## config.mk

```make
export PLATFORM = sky130hd
export DESIGN_NAME = icache_flat
export DESIGN_NICKNAME = d
export VERILOG_FILES = /design/src/rtl/icache_pkg.sv /design/src/rtl/icache_if.sv /design/src/rtl/icache_array.sv /design/src/rtl/icache.sv /design/src/flat_wrapper.sv
export SDC_FILE = /design/constraint.sdc
export NUM_CORES = 1
export LEC_CHECK = 0
export ABC_AREA = 1
export ABC_CLOCK_PERIOD_IN_PS = 9900
export CAP_MARGIN = 25
export CORE_MARGIN = 2
export CORE_UTILIZATION = 40
export CTS_CLUSTER_SIZE = 10
export DETAILED_ROUTE_END_ITERATION = 8
export SETUP_SLACK_MARGIN = 0.1
export SLEW_MARGIN = 40
export SYNTH_ARGS = -nofsm -noshare
export SYNTH_HDL_FRONTEND = slang
export SYNTH_SLANG_ARGS = --single-unit
```

## constraint.sdc

```tcl
create_clock -name clk -period 9.9 [get_ports clk]
set_input_delay 1.98 -clock clk [delete_from_list [all_inputs] [get_ports clk]]
set_output_delay 1.98 -clock clk [all_outputs]
set_load 0.03 [all_outputs]
```

## src/rtl/icache_pkg.sv

```systemverilog
// Shared definitions for the direct-mapped instruction cache: FSM encoding,
// default word size and the address field width helpers.
package icache_pkg;

  localparam int WORD_SIZE = 16;

  typedef enum logic {
    IDLE  = 1'b0,
    FETCH = 1'b1
  } state_t;

  // Word-offset field width within a line.
  function automatic int offset_width(input int line_words);
    return $clog2(line_words);
  endfunction

  // Line-index field width.
  function automatic int index_width(input int num_lines);
    return $clog2(num_lines);
  endfunction

  // Tag is whatever is left of the address above offset and index.
  function automatic int tag_width(input int word_size, input int line_words,
                                   input int num_lines);
    return word_size - $clog2(line_words) - $clog2(num_lines);
  endfunction

endpackage

```

## src/rtl/icache_if.sv

```systemverilog
// Fetch-side and memory-side bus of the instruction cache, plus the
// performance counters. The cache is the slave; the CPU/memory environment
// is the master.
interface icache_if #(
  parameter int WORD_SIZE  = icache_pkg::WORD_SIZE,
  parameter int LINE_WORDS = 4
);

  logic                            cpu_read;
  logic [WORD_SIZE-1:0]            cpu_addr;
  logic [WORD_SIZE-1:0]            cpu_rdata;
  logic                            cpu_ready;
  logic                            flush;
  logic                            mem_read;
  logic [WORD_SIZE-1:0]            mem_addr;
  logic [WORD_SIZE*LINE_WORDS-1:0] mem_rdata;
  logic                            mem_valid;
  logic [WORD_SIZE-1:0]            hit_count;
  logic [WORD_SIZE-1:0]            miss_count;

  modport slave (
    input  cpu_read, cpu_addr, flush, mem_rdata, mem_valid,
    output cpu_rdata, cpu_ready, mem_read, mem_addr, hit_count, miss_count
  );

  modport master (
    output cpu_read, cpu_addr, flush, mem_rdata, mem_valid,
    input  cpu_rdata, cpu_ready, mem_read, mem_addr, hit_count, miss_count
  );

endinterface

```

## src/rtl/icache_array.sv

```systemverilog
// Valid/tag/data storage for the cache: one combinational read port, one
// synchronous line write port and a synchronous clear of every valid bit.
module icache_array #(
  parameter int WORD_SIZE  = 16,
  parameter int LINE_WORDS = 4,
  parameter int NUM_LINES  = 8,
  parameter int IDX_W      = 3,
  parameter int TAG_W      = 11
) (
  input  logic                            clk,
  input  logic                            reset,
  input  logic                            clear_all,
  input  logic [IDX_W-1:0]                rd_index,
  output logic                            rd_valid,
  output logic [TAG_W-1:0]                rd_tag,
  output logic [WORD_SIZE*LINE_WORDS-1:0] rd_line,
  input  logic                            wr_en,
  input  logic [IDX_W-1:0]                wr_index,
  input  logic [TAG_W-1:0]                wr_tag,
  input  logic [WORD_SIZE*LINE_WORDS-1:0] wr_line
);

  logic [NUM_LINES-1:0]            valid_q;
  logic [TAG_W-1:0]                tag_q  [NUM_LINES];
  logic [WORD_SIZE*LINE_WORDS-1:0] data_q [NUM_LINES];

  // Valid bits: a clear wins over a fill landing on the same edge.
  always_ff @(posedge clk or posedge reset) begin
    if (reset) begin
      valid_q <= '0;
    end else if (clear_all) begin
      valid_q <= '0;
    end else if (wr_en) begin
      valid_q[wr_index] <= 1'b1;
    end
  end

  // Tag and data are qualified by the valid bit, so they carry no reset.
  always_ff @(posedge clk) begin
    if (wr_en) begin
      tag_q[wr_index]  <= wr_tag;
      data_q[wr_index] <= wr_line;
    end
  end

  assign rd_valid = valid_q[rd_index];
  assign rd_tag   = tag_q[rd_index];
  assign rd_line  = data_q[rd_index];

endmodule

```

## src/rtl/icache.sv

```systemverilog
// Direct-mapped read-only instruction cache: hit lookup and word select,
// two-state miss FSM that fetches a whole line, and hit/miss counters.
module icache #(
  parameter int WORD_SIZE  = icache_pkg::WORD_SIZE,
  parameter int LINE_WORDS = 4,
  parameter int NUM_LINES  = 8
) (
  input logic      clk,
  input logic      reset,
  icache_if.slave  bus
);

  import icache_pkg::*;

  localparam int OFF_W = offset_width(LINE_WORDS);
  localparam int IDX_W = index_width(NUM_LINES);
  localparam int TAG_W = tag_width(WORD_SIZE, LINE_WORDS, NUM_LINES);

  state_t                          state_q, state_d;
  logic [WORD_SIZE-1:0]            line_addr_q;
  logic [WORD_SIZE-1:0]            hit_q, miss_q;

  logic [OFF_W-1:0]                req_off;
  logic [IDX_W-1:0]                req_idx;
  logic [TAG_W-1:0]                req_tag;
  logic                            rd_valid;
  logic [TAG_W-1:0]                rd_tag;
  logic [WORD_SIZE*LINE_WORDS-1:0] rd_line;
  logic                            hit;
  logic                            miss;
  logic                            fill;

  assign req_off = bus.cpu_addr[OFF_W-1:0];
  assign req_idx = bus.cpu_addr[OFF_W +: IDX_W];
  assign req_tag = bus.cpu_addr[WORD_SIZE-1 -: TAG_W];

  icache_array #(
    .WORD_SIZE (WORD_SIZE),
    .LINE_WORDS(LINE_WORDS),
    .NUM_LINES (NUM_LINES),
    .IDX_W     (IDX_W),
    .TAG_W     (TAG_W)
  ) u_array (
    .clk      (clk),
    .reset    (reset),
    .clear_all(bus.flush),
    .rd_index (req_idx),
    .rd_valid (rd_valid),
    .rd_tag   (rd_tag),
    .rd_line  (rd_line),
    .wr_en    (fill),
    .wr_index (line_addr_q[OFF_W +: IDX_W]),
    .wr_tag   (line_addr_q[WORD_SIZE-1 -: TAG_W]),
    .wr_line  (bus.mem_rdata)
  );

  // Next state plus all handshake outputs; the hit path only ever reads the
  // array, never mem_rdata, so a fill is visible one cycle later at best.
  always_comb begin
    state_d       = state_q;
    hit           = 1'b0;
    miss          = 1'b0;
    fill          = 1'b0;
    bus.cpu_ready = 1'b0;
    bus.cpu_rdata = '0;
    bus.mem_read  = 1'b0;
    case (state_q)
      IDLE: begin
        if (bus.cpu_read) begin
          if (rd_valid && (rd_tag == req_tag)) begin
            hit           = 1'b1;
            bus.cpu_ready = 1'b1;
            bus.cpu_rdata = rd_line[int'(req_off)*WORD_SIZE +: WORD_SIZE];
          end else begin
            miss    = 1'b1;
            state_d = FETCH;
          end
        end
      end
      FETCH: begin
        bus.mem_read = 1'b1;
        if (bus.mem_valid) begin
          fill    = 1'b1;
          state_d = IDLE;
        end
      end
      default: state_d = IDLE;
    endcase
  end

  // State, latched line address and wrapping performance counters.
  always_ff @(posedge clk or posedge reset) begin
    if (reset) begin
      state_q     <= IDLE;
      line_addr_q <= '0;
      hit_q       <= '0;
      miss_q      <= '0;
    end else begin
      state_q <= state_d;
      if (hit) begin
        hit_q <= hit_q + 1'b1;
      end
      if (miss) begin
        miss_q      <= miss_q + 1'b1;
        line_addr_q <= {bus.cpu_addr[WORD_SIZE-1:OFF_W], {OFF_W{1'b0}}};
      end
    end
  end

  assign bus.mem_addr   = line_addr_q;
  assign bus.hit_count  = hit_q;
  assign bus.miss_count = miss_q;

endmodule

```

## src/flat_wrapper.sv

```systemverilog
// flat-port wrapper written by rule: the top's interface ports become plain ports
module icache_flat import icache_pkg::*;
#(
  parameter int WORD_SIZE  = icache_pkg::WORD_SIZE,
  parameter int LINE_WORDS = 4,
  parameter int NUM_LINES  = 8
)
  (clk, reset, bus_cpu_read, bus_cpu_addr, bus_flush, bus_mem_rdata, bus_mem_valid, bus_cpu_rdata, bus_cpu_ready, bus_mem_read, bus_mem_addr, bus_hit_count, bus_miss_count);
  icache_if #(.WORD_SIZE(WORD_SIZE), .LINE_WORDS(LINE_WORDS)) bus_i ();
  input logic clk;
  input logic reset;
  input wire logic [$bits(bus_i.cpu_read)-1:0] bus_cpu_read;
  input wire logic [$bits(bus_i.cpu_addr)-1:0] bus_cpu_addr;
  input wire logic [$bits(bus_i.flush)-1:0] bus_flush;
  input wire logic [$bits(bus_i.mem_rdata)-1:0] bus_mem_rdata;
  input wire logic [$bits(bus_i.mem_valid)-1:0] bus_mem_valid;
  output wire logic [$bits(bus_i.cpu_rdata)-1:0] bus_cpu_rdata;
  output wire logic [$bits(bus_i.cpu_ready)-1:0] bus_cpu_ready;
  output wire logic [$bits(bus_i.mem_read)-1:0] bus_mem_read;
  output wire logic [$bits(bus_i.mem_addr)-1:0] bus_mem_addr;
  output wire logic [$bits(bus_i.hit_count)-1:0] bus_hit_count;
  output wire logic [$bits(bus_i.miss_count)-1:0] bus_miss_count;
  assign bus_i.cpu_read = bus_cpu_read;
  assign bus_i.cpu_addr = bus_cpu_addr;
  assign bus_i.flush = bus_flush;
  assign bus_i.mem_rdata = bus_mem_rdata;
  assign bus_i.mem_valid = bus_mem_valid;
  assign bus_cpu_rdata = bus_i.cpu_rdata;
  assign bus_cpu_ready = bus_i.cpu_ready;
  assign bus_mem_read = bus_i.mem_read;
  assign bus_mem_addr = bus_i.mem_addr;
  assign bus_hit_count = bus_i.hit_count;
  assign bus_miss_count = bus_i.miss_count;
  icache #(.WORD_SIZE(WORD_SIZE), .LINE_WORDS(LINE_WORDS), .NUM_LINES(NUM_LINES)) u_core (.clk(clk), .reset(reset), .bus(bus_i));
endmodule
```

# Word-level counts from Yosys, hierarchy flattened
# Memory sizes are Yosys's and may differ from the RTL's.
# Cells that the tools add are included.
[word_totals] regBits=55 latch_bits=0 mem_bits_rw=600 mem_bits_ro=0 output_inout_bits=66 memories=2
[mem_list] name="u_core.u_array.data_q" words=8 word_bits=64 read_ports=1 rd_ports_with_merged_regs=0 write_ports=1 line_no="icache_array.sv:25" source="logic [WORD_SIZE*LINE_WORDS-1:0] data_q [NUM_LINES];"
[mem_list] name="u_core.u_array.tag_q" words=8 word_bits=11 read_ports=1 rd_ports_with_merged_regs=0 write_ports=1 line_no="icache_array.sv:24" source="logic [TAG_W-1:0] tag_q [NUM_LINES];"
[classes] addsub=2 mul=0 n_div=0 order_cmp=3 eq_ne=1 n_shift=1 mux=22 bitwise=2 reduce_logical=3
[ops] op="$shiftx A64 B7 Y16" count=1
[ops] op="$mux W16" count=3
[ops] op="$add A16 B1 Y16 const B" count=2
[ops] op="$mux W8" count=2
[ops] op="$mux W1" count=14
[ops] op="$eq A11 B11 Y1" count=1
[ops] op="$lt A3 B4 Y1 const B" count=2
[ops] op="$or A8 B8 Y8" count=1
[ops] op="$bmux W1 S3" count=1
[ops] op="$demux W1 S3" count=1
[ops] op="$ge A3 B1 Y1 const B" count=1
[ops] op="$logic_and A1 B1 Y1" count=2
[ops] op="$pmux W1 S2" count=1
[ops] op="$reduce_bool A2 Y1" count=1
[ops] op="$not A1 Y1" count=1

# Logic depth before layout (Yosys ltp)
# Gate-level depths: netlist of the first run.
[logic_depth] ltp_word=7 depth_mapped=18 depth_no_buf=15

# By module
# A second synthesis of the first run with hierarchy kept.
[unflattened] hier_cells=3221 area_unflattened_um2=30158.9
[by_module_without_submodules] mod="icache_array" n_inst=1 cells_per_inst=2665 area_each_um2=26670.6
[by_module_without_submodules] mod="icache" n_inst=1 cells_per_inst=556 area_each_um2=3488.3

# Least setup slack after synthesis of the first run
# OpenSTA, ideal clock, no wires.
[synth_timing] kind="input port to output port" startpoint="input bus_cpu_addr[3]" endpoint="output bus_cpu_rdata[13]" arrival_time_ns=3.911 setup_slack_ns=4.009 path_stages=14 n_path_buf=3 path_cell_list="buf_2 -> inv_1 -> buf_2 -> nand3_1 -> nand2_1 -> nand2_1 -> nand2_1 -> nand2_1 -> nand2_1 -> nand3_1 -> nor2_4 -> nand4_2 -> buf_4 -> nor3_1"
[synth_via] elab_chain_cells=6 word_cells_on_any_way=10
[synth_rtl] item="from (decl)" line_no="flat_wrapper.sv:13" source="input wire logic [$bits(bus_i.cpu_addr)-1:0] bus_cpu_addr;"
[synth_rtl] item="parallel branches: the longest is 3 deep, another holds $mem_v2 Z8 W64"
[synth_rtl] item="$mux W16 (*)" line_no="icache.sv:70" source="if (rd_valid && (rd_tag == req_tag)) begin"
[synth_rtl] item="$mux W16 (*)" line_no="icache.sv:69" source="if (bus.cpu_read) begin"
[synth_rtl] item="$mux W16 (*)" line_no="icache.sv:67" source="case (state_q)"
[synth_rtl] item="to (decl)" line_no="flat_wrapper.sv:17" source="output wire logic [$bits(bus_i.cpu_rdata)-1:0] bus_cpu_rdata;"
# Mark *: on every way between the ends. The select of a mux whose other input is x is not followed.

# Worst setup path after layout of the first run
[layout_timing] startpoint="input bus_cpu_addr[3]" endpoint="output bus_cpu_rdata[0]"
# Same word-level chain as after synthesis.

==> results of run 1 <==
## critical path, stage by stage
cell             delay [ps]
buf_4                   640
inv_6                   350
nand3_1                 200
nand2_1                  70
nand2_1                  60
nand2_1                  70
inv_1                    50
nand2_1                  60
nor2_1                  120
nand2_1                 100
nor2_4                  160
nand4_2                 590
nor3_1                  690
clkdlybuf4s50_1         780
## path summary, 6_finish.rpt
kind                                                       start                                     to  slack (ps)
max                                              bus_cpu_addr[3]                       bus_cpu_rdata[0]        1950
min                        u_core.u_array.valid_q[0]$_DFFE_PP0P_  u_core.u_array.valid_q[0]$_DFFE_PP0P_         500
max reg2reg                 u_core.u_array.tag_q[2][8]$_DFFE_PP_  u_core.bus.miss_count[13]$_DFFE_PP0P_        7030
min reg2reg                u_core.u_array.valid_q[0]$_DFFE_PP0P_  u_core.u_array.valid_q[0]$_DFFE_PP0P_         500
max in group asynchronous                                  reset   u_core.bus.miss_count[5]$_DFFE_PP0P_        7660
min in group asynchronous                                  reset  u_core.u_array.valid_q[0]$_DFFE_PP0P_        1830
## routing by layer
layer | wire length, microns | vias up | GRT usage, %
li1 | - | 8507 | -
met1 | 31500 | 9282 | 27.4
met2 | 35200 | 491 | 33.8
met3 | 3870 | 111 | 3.40
met4 | 1810 | 6 | 6.83
met5 | 40 | - | 0
## registers in the layout, indices dropped and copies added, names as in the netlist
register                flops
u_core.bus.hit_count       16
u_core.bus.mem_addr        14
u_core.bus.miss_count      16
u_core.state_q              1
u_core.u_array.data_q     512
u_core.u_array.tag_q       88
u_core.u_array.valid_q      8
## through the flow
step	cells	hold slack [ps]	area [sq um]	setup slack, ps	power [mW]
after global placement	3255	482	29500	1850	3.81
after global routing	3362	530	31800	1760	6.51
final	3366	503	31800	1950	6.30
after detailed placement	3258	490	29600	1880	3.83
after floorplan	2344	466	27300	4010	3.58
after CTS	3360	503	31800	1860	6.35
## final cells by class
cell class                 instances  area share [%]
multi-input combinational       1417            21.2
antenna                            4          0.0314
inverter                         125            1.51
clock inverter                     8           0.373
tap                              873            3.43
timing repair buffer             190            6.04
clock buffer                      94            6.52
sequential                       655            60.9
## kinds of logic after synthesis
group                      Yosys count
DFF                                655
xor gates and xnor gates            14
buffers and inverters              272
adders and majority gates            2
AOI/OAI and AO/OA                  328
other                                1
and+or+nand+nor                   1071
## layout by cell type (no fill, tap or decap), types with 2 or more instances in the layout
| master | n |
|---|---|
| nand2_1 | 741 |
| edfxtp_1 | 600 |
| a21oi_1 | 211 |
| nand3_1 | 180 |
| clkdlybuf4s50_1 | 145 |
| inv_1 | 118 |
| clkbuf_16 | 80 |
| dfrtp_1 | 55 |
| nor2_1 | 52 |
| o311ai_0 | 48 |
| nand4_1 | 47 |
| a22oi_1 | 32 |
| buf_4 | 30 |
| nor3_1 | 16 |
| a32o_1 | 13 |
| o211ai_1 | 13 |
| nor2_4 | 12 |
| clkbuf_1 | 12 |
| xor2_1 | 8 |
| buf_6 | 8 |
| nand3b_1 | 7 |
| o21ai_0 | 7 |
| nor3_2 | 7 |
| xnor2_1 | 6 |
| diode_2 | 4 |
| nor4_1 | 4 |
| inv_2 | 3 |
| clkinv_1 | 3 |
| o311ai_1 | 3 |
| buf_16 | 3 |
| buf_12 | 3 |
| inv_6 | 2 |
| ha_1 | 2 |
| conb_1 | 2 |
| clkbuf_8 | 2 |
| clkinv_8 | 2 |
| clkinv_16 | 2 |
## power by group through the flow
stage	clock network, mW	registers, mW	logic [mW]
finish	2.52	3.22	0.557
global route	2.67	3.23	0.609
CTS	2.58	3.22	0.558
detailed placement	0	3.27	0.557
global placement	0	3.27	0.543
floorplan	0	3.30	0.276
==> results.py, run 1 <==
metrics = {
    "logic_synthesis": {
        "netlist_instances": 2343,
        "synth_top_family_by_area": "simple AND/OR/NAND/NOR gates",
        "synth-edff-count": 600,
        "synth-compound-area-share_pct": 7.38,
        "ys_seq_elements": 655,
        "synth-main-ff-cell": "edfxtp_1",
        "synth_xor_area_share_pct": 0.450,
        "synth_area_sq_um": 27300,
        "synthAdderAreaFrac_pct": 0.0918,
        "synthTopCellsByArea": "edfxtp_1 (66%), nand2_1 (10%), dfrtp_1 (5.0%)",
        "synth.most_common_cell": "nand2_1",
        "seq_area_frac_synth_pct": 71.2,
        "synth.area.mux_share_pct": 0,
        "synth_simple_gate_area_share_pct": 16.6,
        "yosys-top-cells-count": "nand2_1 (741), edfxtp_1 (600), a21oi_1 (211)",
        "synth_top_area_share_pct": 66.1,
        "async_flop_share_pct": 8.40,
        "yosys.area.top_type": "edfxtp_1",
        "synth_area_per_cell_sq_um": 11.6,
        "ys_types": 35,
        "ys_warn_count": 0,
    },
    "cts": {
        "cts.path.max_buffers": 3,
        "cts_tree": "built",
        "cts_inserted_buffers": 77,
        "clk_latency_ps": 620,
        "cts.sinks": 655,
        "cts_root_buffer": "clkbuf_16",
        "post_cts_buffers": 0,
        "clk_pin_slew_ps": 50,
        "postCtsHoldBufs": 0,
        "cts.repair.resized": 0,
        "ctsHtreeMaxLevel": 3,
    },
    "placement": {
        "gp_congestion": 0.798,
        "dpl.hpwl_microns": 39900,
        "port_buffers": 148,
    },
    "worst_setup_path": {
        "end_kind": "output pin",
        "cp.required_ps": 7920,
        "crit_fanout": 60,
        "worstSetupPathType": "primary input to output pin",
        "arrival_ps": 5970,
        "reg2regPathDepth": 14,
        "cp-start-kind": "primary input",
    },
    "drt": {
        "route.detailed.drc": 0,
        "vias": 18397,
        "first_iter_violations": 1659,
        "first_pass_iters": 5,
        "routed_wl_microns": 72300,
        "ant_nets": 0,
        "routed_via_density": 5.47,
        "post_drt_wl_per_cell_microns": 21.5,
    },
    "finish": {
        "nFillCells": 5945,
        "drive_gt1_share_pct": 6.51,
        "seqCellArea_sq_um": 19400,
        "area_delta_synth_final_pct": 16.8,
        "fin_util_pct": 47.3,
        "multi_input_area_sq_um": 6740,
        "nets": 2553,
    },
    "sta": {
        "period_needed_ps": 7950,
        "max_slew.worst_pin.slew_ps": 902,
        "max_freq_mhz": 126,
        "slew_headroom_pct": 39.1,
        "slew_violations": 0,
        "hold_viol_final": 0,
        "setup_viol": 0,
        "tns_ps": 0,
        "grt_setup_unrepaired": "no",
        "skew_ps": 22.4,
        "min_period_over_period_pct": 80.3,
    },
    "power_and_ir_drop": {
        "p_switching_mw": 1.51,
        "power_density_nw_per_um2": 198,
        "vdd_drop_max_uv": 124,
        "leakage_nw": 11.7,
        "seqPwrFrac_pct": 51.1,
        "comb_power_share_pct": 8.8,
        "clockPowerShare_pct": 40.0,
        "p_int_mw": 4.79,
        "p_sw_share_pct": 23.9,
    },
    "global_routing": {
        "track_usage_pct": 20.4,
        "grt_pass1_wl_microns": 110000,
        "grt_start_max_net_pins": 178,
        "gr-total-overflow": 0,
        "antenna_found_initial": 5,
        "grt_pass1_vias": 18173,
    },
    "min_path": {
        "hold_path_depth": 2,
        "hold_path_class": "register to register",
    },
    "die": {
        "dieArea_sq_um": 70200,
        "pin_count": 151,
        "die_y_microns": 265,
        "rows": 95,
        "coreArea_sq_um": 67300,
        "start_util_pct": 40.5,
        "die_x_microns": 265,
    },
    "job": {
        "max_cap_violations": 0,
    },
    "outcome": {
        "outcome": "complete, no violations",
    },
}
No activity file was read; power rests on OpenSTA's default activity.
==> run 2, diff against run 1 <==
--- a/config.mk
+++ b/config.mk
@@ -6,7 +6,7 @@
 export NUM_CORES = 1
 export LEC_CHECK = 0
 export ABC_AREA = 1
-export ABC_CLOCK_PERIOD_IN_PS = 9900
+export ABC_CLOCK_PERIOD_IN_PS = 6500
 export CAP_MARGIN = 25
 export CORE_MARGIN = 2
 export CORE_UTILIZATION = 40
==> constraint.sdc (replaced) <==
create_clock -name clk -period 6.5 [get_ports clk]
set_input_delay 1.3 -clock clk [delete_from_list [all_inputs] [get_ports clk]]
set_output_delay 1.3 -clock clk [all_outputs]
set_load 0.03 [all_outputs]
==> results.py, run 2 (synthesis gave the netlist of run 1 again) <==
metrics = {
    "drt": {
        "vias": 18455,
        "first_pass_iters": 5,
        "route.detailed.drc": 0,
        "post_drt_wl_per_cell_microns": 21.7,
        "first_iter_violations": 1520,
        "routed_wl_microns": 73200,
        "routed_via_density": 5.46,
        "ant_nets": 0,
    },
    "global_routing": {
        "grt_start_max_net_pins": 130,
        "antenna_found_initial": 8,
        "grt_pass1_wl_microns": 112000,
        "gr-total-overflow": 0,
        "track_usage_pct": 20.8,
        "grt_pass1_vias": 18226,
    },
    "sta": {
        "period_needed_ps": 5660,
        "max_slew.worst_pin.slew_ps": 888,
        "skew_ps": 28.2,
        "hold_viol_final": 0,
        "timing.final.ws_setup_ps": 843,
        "slew_headroom_pct": 40.1,
        "grt_setup_unrepaired": "no",
        "min_period_over_period_pct": 87.0,
        "slew_violations": 0,
        "hold-worst-slack_ps": 495,
        "setup_viol": 0,
        "tns_ps": 0,
        "max_freq_mhz": 177,
    },
    "cts": {
        "post_cts_buffers": 0,
        "cts_tree": "built",
        "cts_root_buffer": "clkbuf_16",
        "clk_latency_ps": 610,
        "cts.sinks": 655,
        "cts_inserted_buffers": 76,
        "cts.path.max_buffers": 3,
        "postCtsHoldBufs": 0,
        "clk_pin_slew_ps": 60,
        "cts.repair.resized": 0,
        "ctsHtreeMaxLevel": 3,
    },
    "worst_setup_path": {
        "crit_cells": 9,
        "end_kind": "output pin",
        "cpMaxStageDelayCell": "nor3_1",
        "timing.rr.start": "u_core.state_q$_DFF_PP0_",
        "reg2regPathDepth": 6,
        "worstSetupPathType": "primary input to output pin",
        "cp-start-kind": "primary input",
        "crit_start": "bus_cpu_addr[2]",
        "crit_buf_inv": 5,
        "crit_fanout": 125,
        "arrival_ps": 4360,
        "cp.required_ps": 5200,
        "max_stage_delay_ps": 650,
        "cp_cell_sequence": "buf_8 -> inv_8 -> buf_12 -> a21oi_1 -> o311ai_0 -> buf_4 -> a21oi_1 -> nor3_1 -> buf_12",
        "cp_top_family": "buffers and inverters",
    },
    "die": {
        "start_util_pct": 40.5,
        "die_y_microns": 265,
        "pin_count": 151,
        "coreArea_sq_um": 67300,
        "die_x_microns": 265,
        "dieArea_sq_um": 70200,
        "rows": 95,
    },
    "min_path": {
        "hold_path_depth": 2,
        "hold_path_class": "register to register",
        "worstHoldStart": "u_core.u_array.valid_q[2]$_DFFE_PP0P_",
    },
    "finish": {
        "final_area_sq_um": 32100,
        "layout_common_cells": "nand2_1 (741), edfxtp_1 (600), a21oi_1 (211)",
        "nFillCells": 5915,
        "area_delta_synth_final_pct": 17.6,
        "nets": 2568,
        "multi_input_area_sq_um": 6740,
        "largest_reg_flops": 512,
        "seqCellArea_sq_um": 19400,
        "largest-register": "u_core.u_array.data_q",
        "layout_commonest_cell": "nand2_1",
        "drive_gt1_share_pct": 7.59,
        "largest_registers": "u_core.u_array.data_q: 512 flops, u_core.u_array.tag_q: 88 flops",
    },
    "placement": {
        "place_area_sq_um": 29900,
        "dpl.hpwl_microns": 41200,
        "pre_cts_ws_ps": 808,
        "gp_congestion": 0.828,
        "port_buffers": 148,
    },
    "power_and_ir_drop": {
        "leakage_nw": 11.8,
        "p_int_mw": 7.24,
        "seqPwrFrac_pct": 51.6,
        "comb_power_share_pct": 9.1,
        "clockPowerShare_pct": 39.4,
        "p_sw_share_pct": 23.8,
        "p_switching_mw": 2.26,
        "power_density_nw_per_um2": 297,
        "vdd_drop_max_uv": 190,
    },
    "outcome": {
        "outcome": "complete, no violations",
    },
    "job": {
        "max_cap_violations": 0,
    },
}
==> run 2: cell types whose count changed in the layout (fill, tap and decap cells not counted), sizes merged <==
| cell | previous run | this run |
|---|---|---|
| diode | 4 | 3 |
| clkinv | 9 | 3 |
| clkbuf | 94 | 96 |
| clkdlybuf4s50 | 145 | 128 |
| buf | 45 | 78 |
| inv | 124 | 127 |
==> run 2: cell type report <==
| class | instances | share of cell area (%) |
|---|---|---|
| inverter | 125 | 1.50 |
| tap | 873 | 3.41 |
| sequential | 655 | 60.5 |
| clock inverter | 5 | 0.226 |
| timing repair buffer | 206 | 7.00 |
| clock buffer | 96 | 6.33 |
| antenna | 3 | 0.0234 |
| multi-input combinational | 1417 | 21.0 |
==> run 2: power by group through the flow <==
stage / Sequential [mW] / Combinational (mW) / Clock [mW]
after floorplan: 5.03 / 0.421 / 0
after global placement: 4.98 / 0.842 / 0
after detailed placement: 4.99 / 0.865 / 0
after CTS: 4.90 / 0.867 / 3.80
after global routing: 4.92 / 0.943 / 3.97
final: 4.90 / 0.864 / 3.74
==> run 2: per-layer routing <==
metal	wire length, microns	global-route usage, %	up-vias
li1	-	-	8539
met4	1700	6.61	10
met3	4400	3.41	108
met2	35500	34.6	594
met1	31600	28.0	9204
met5	58	0	-
==> run 2: worst paths after layout <==
path                       slack, ps                               endpoint
setup / recovery                 840                       bus_cpu_rdata[8]
hold / removal                   500  u_core.u_array.valid_q[2]$_DFFE_PP0P_
min in group asynchronous       1150    u_core.bus.mem_addr[10]$_DFFE_PP0P_
setup reg to reg                4130   u_core.u_array.tag_q[1][1]$_DFFE_PP_
max in group asynchronous       4940   u_core.bus.miss_count[6]$_DFFE_PP0P_
hold reg to reg                  500  u_core.u_array.valid_q[2]$_DFFE_PP0P_
==> run 2: stage by stage <==
step | instances | power (mW) | util [%]
finish | 3380 | 9.51 | 47.7
global route | 3379 | 9.83 | 47.7
CTS | 3377 | 9.57 | 47.6
detailed placement | 3276 | 5.85 | 44.5
global placement | 3272 | 5.82 | 44.4
floorplan | 2344 | 5.45 | -
==> run 2: worst register-to-register path, cell delays in order, from the launching register on <==
cell	delay, ps
dfrtp_1	500
nand2_1	130
nor2_1	110
inv_1	170
nor2_4	440
buf_16	220
buf_4	440
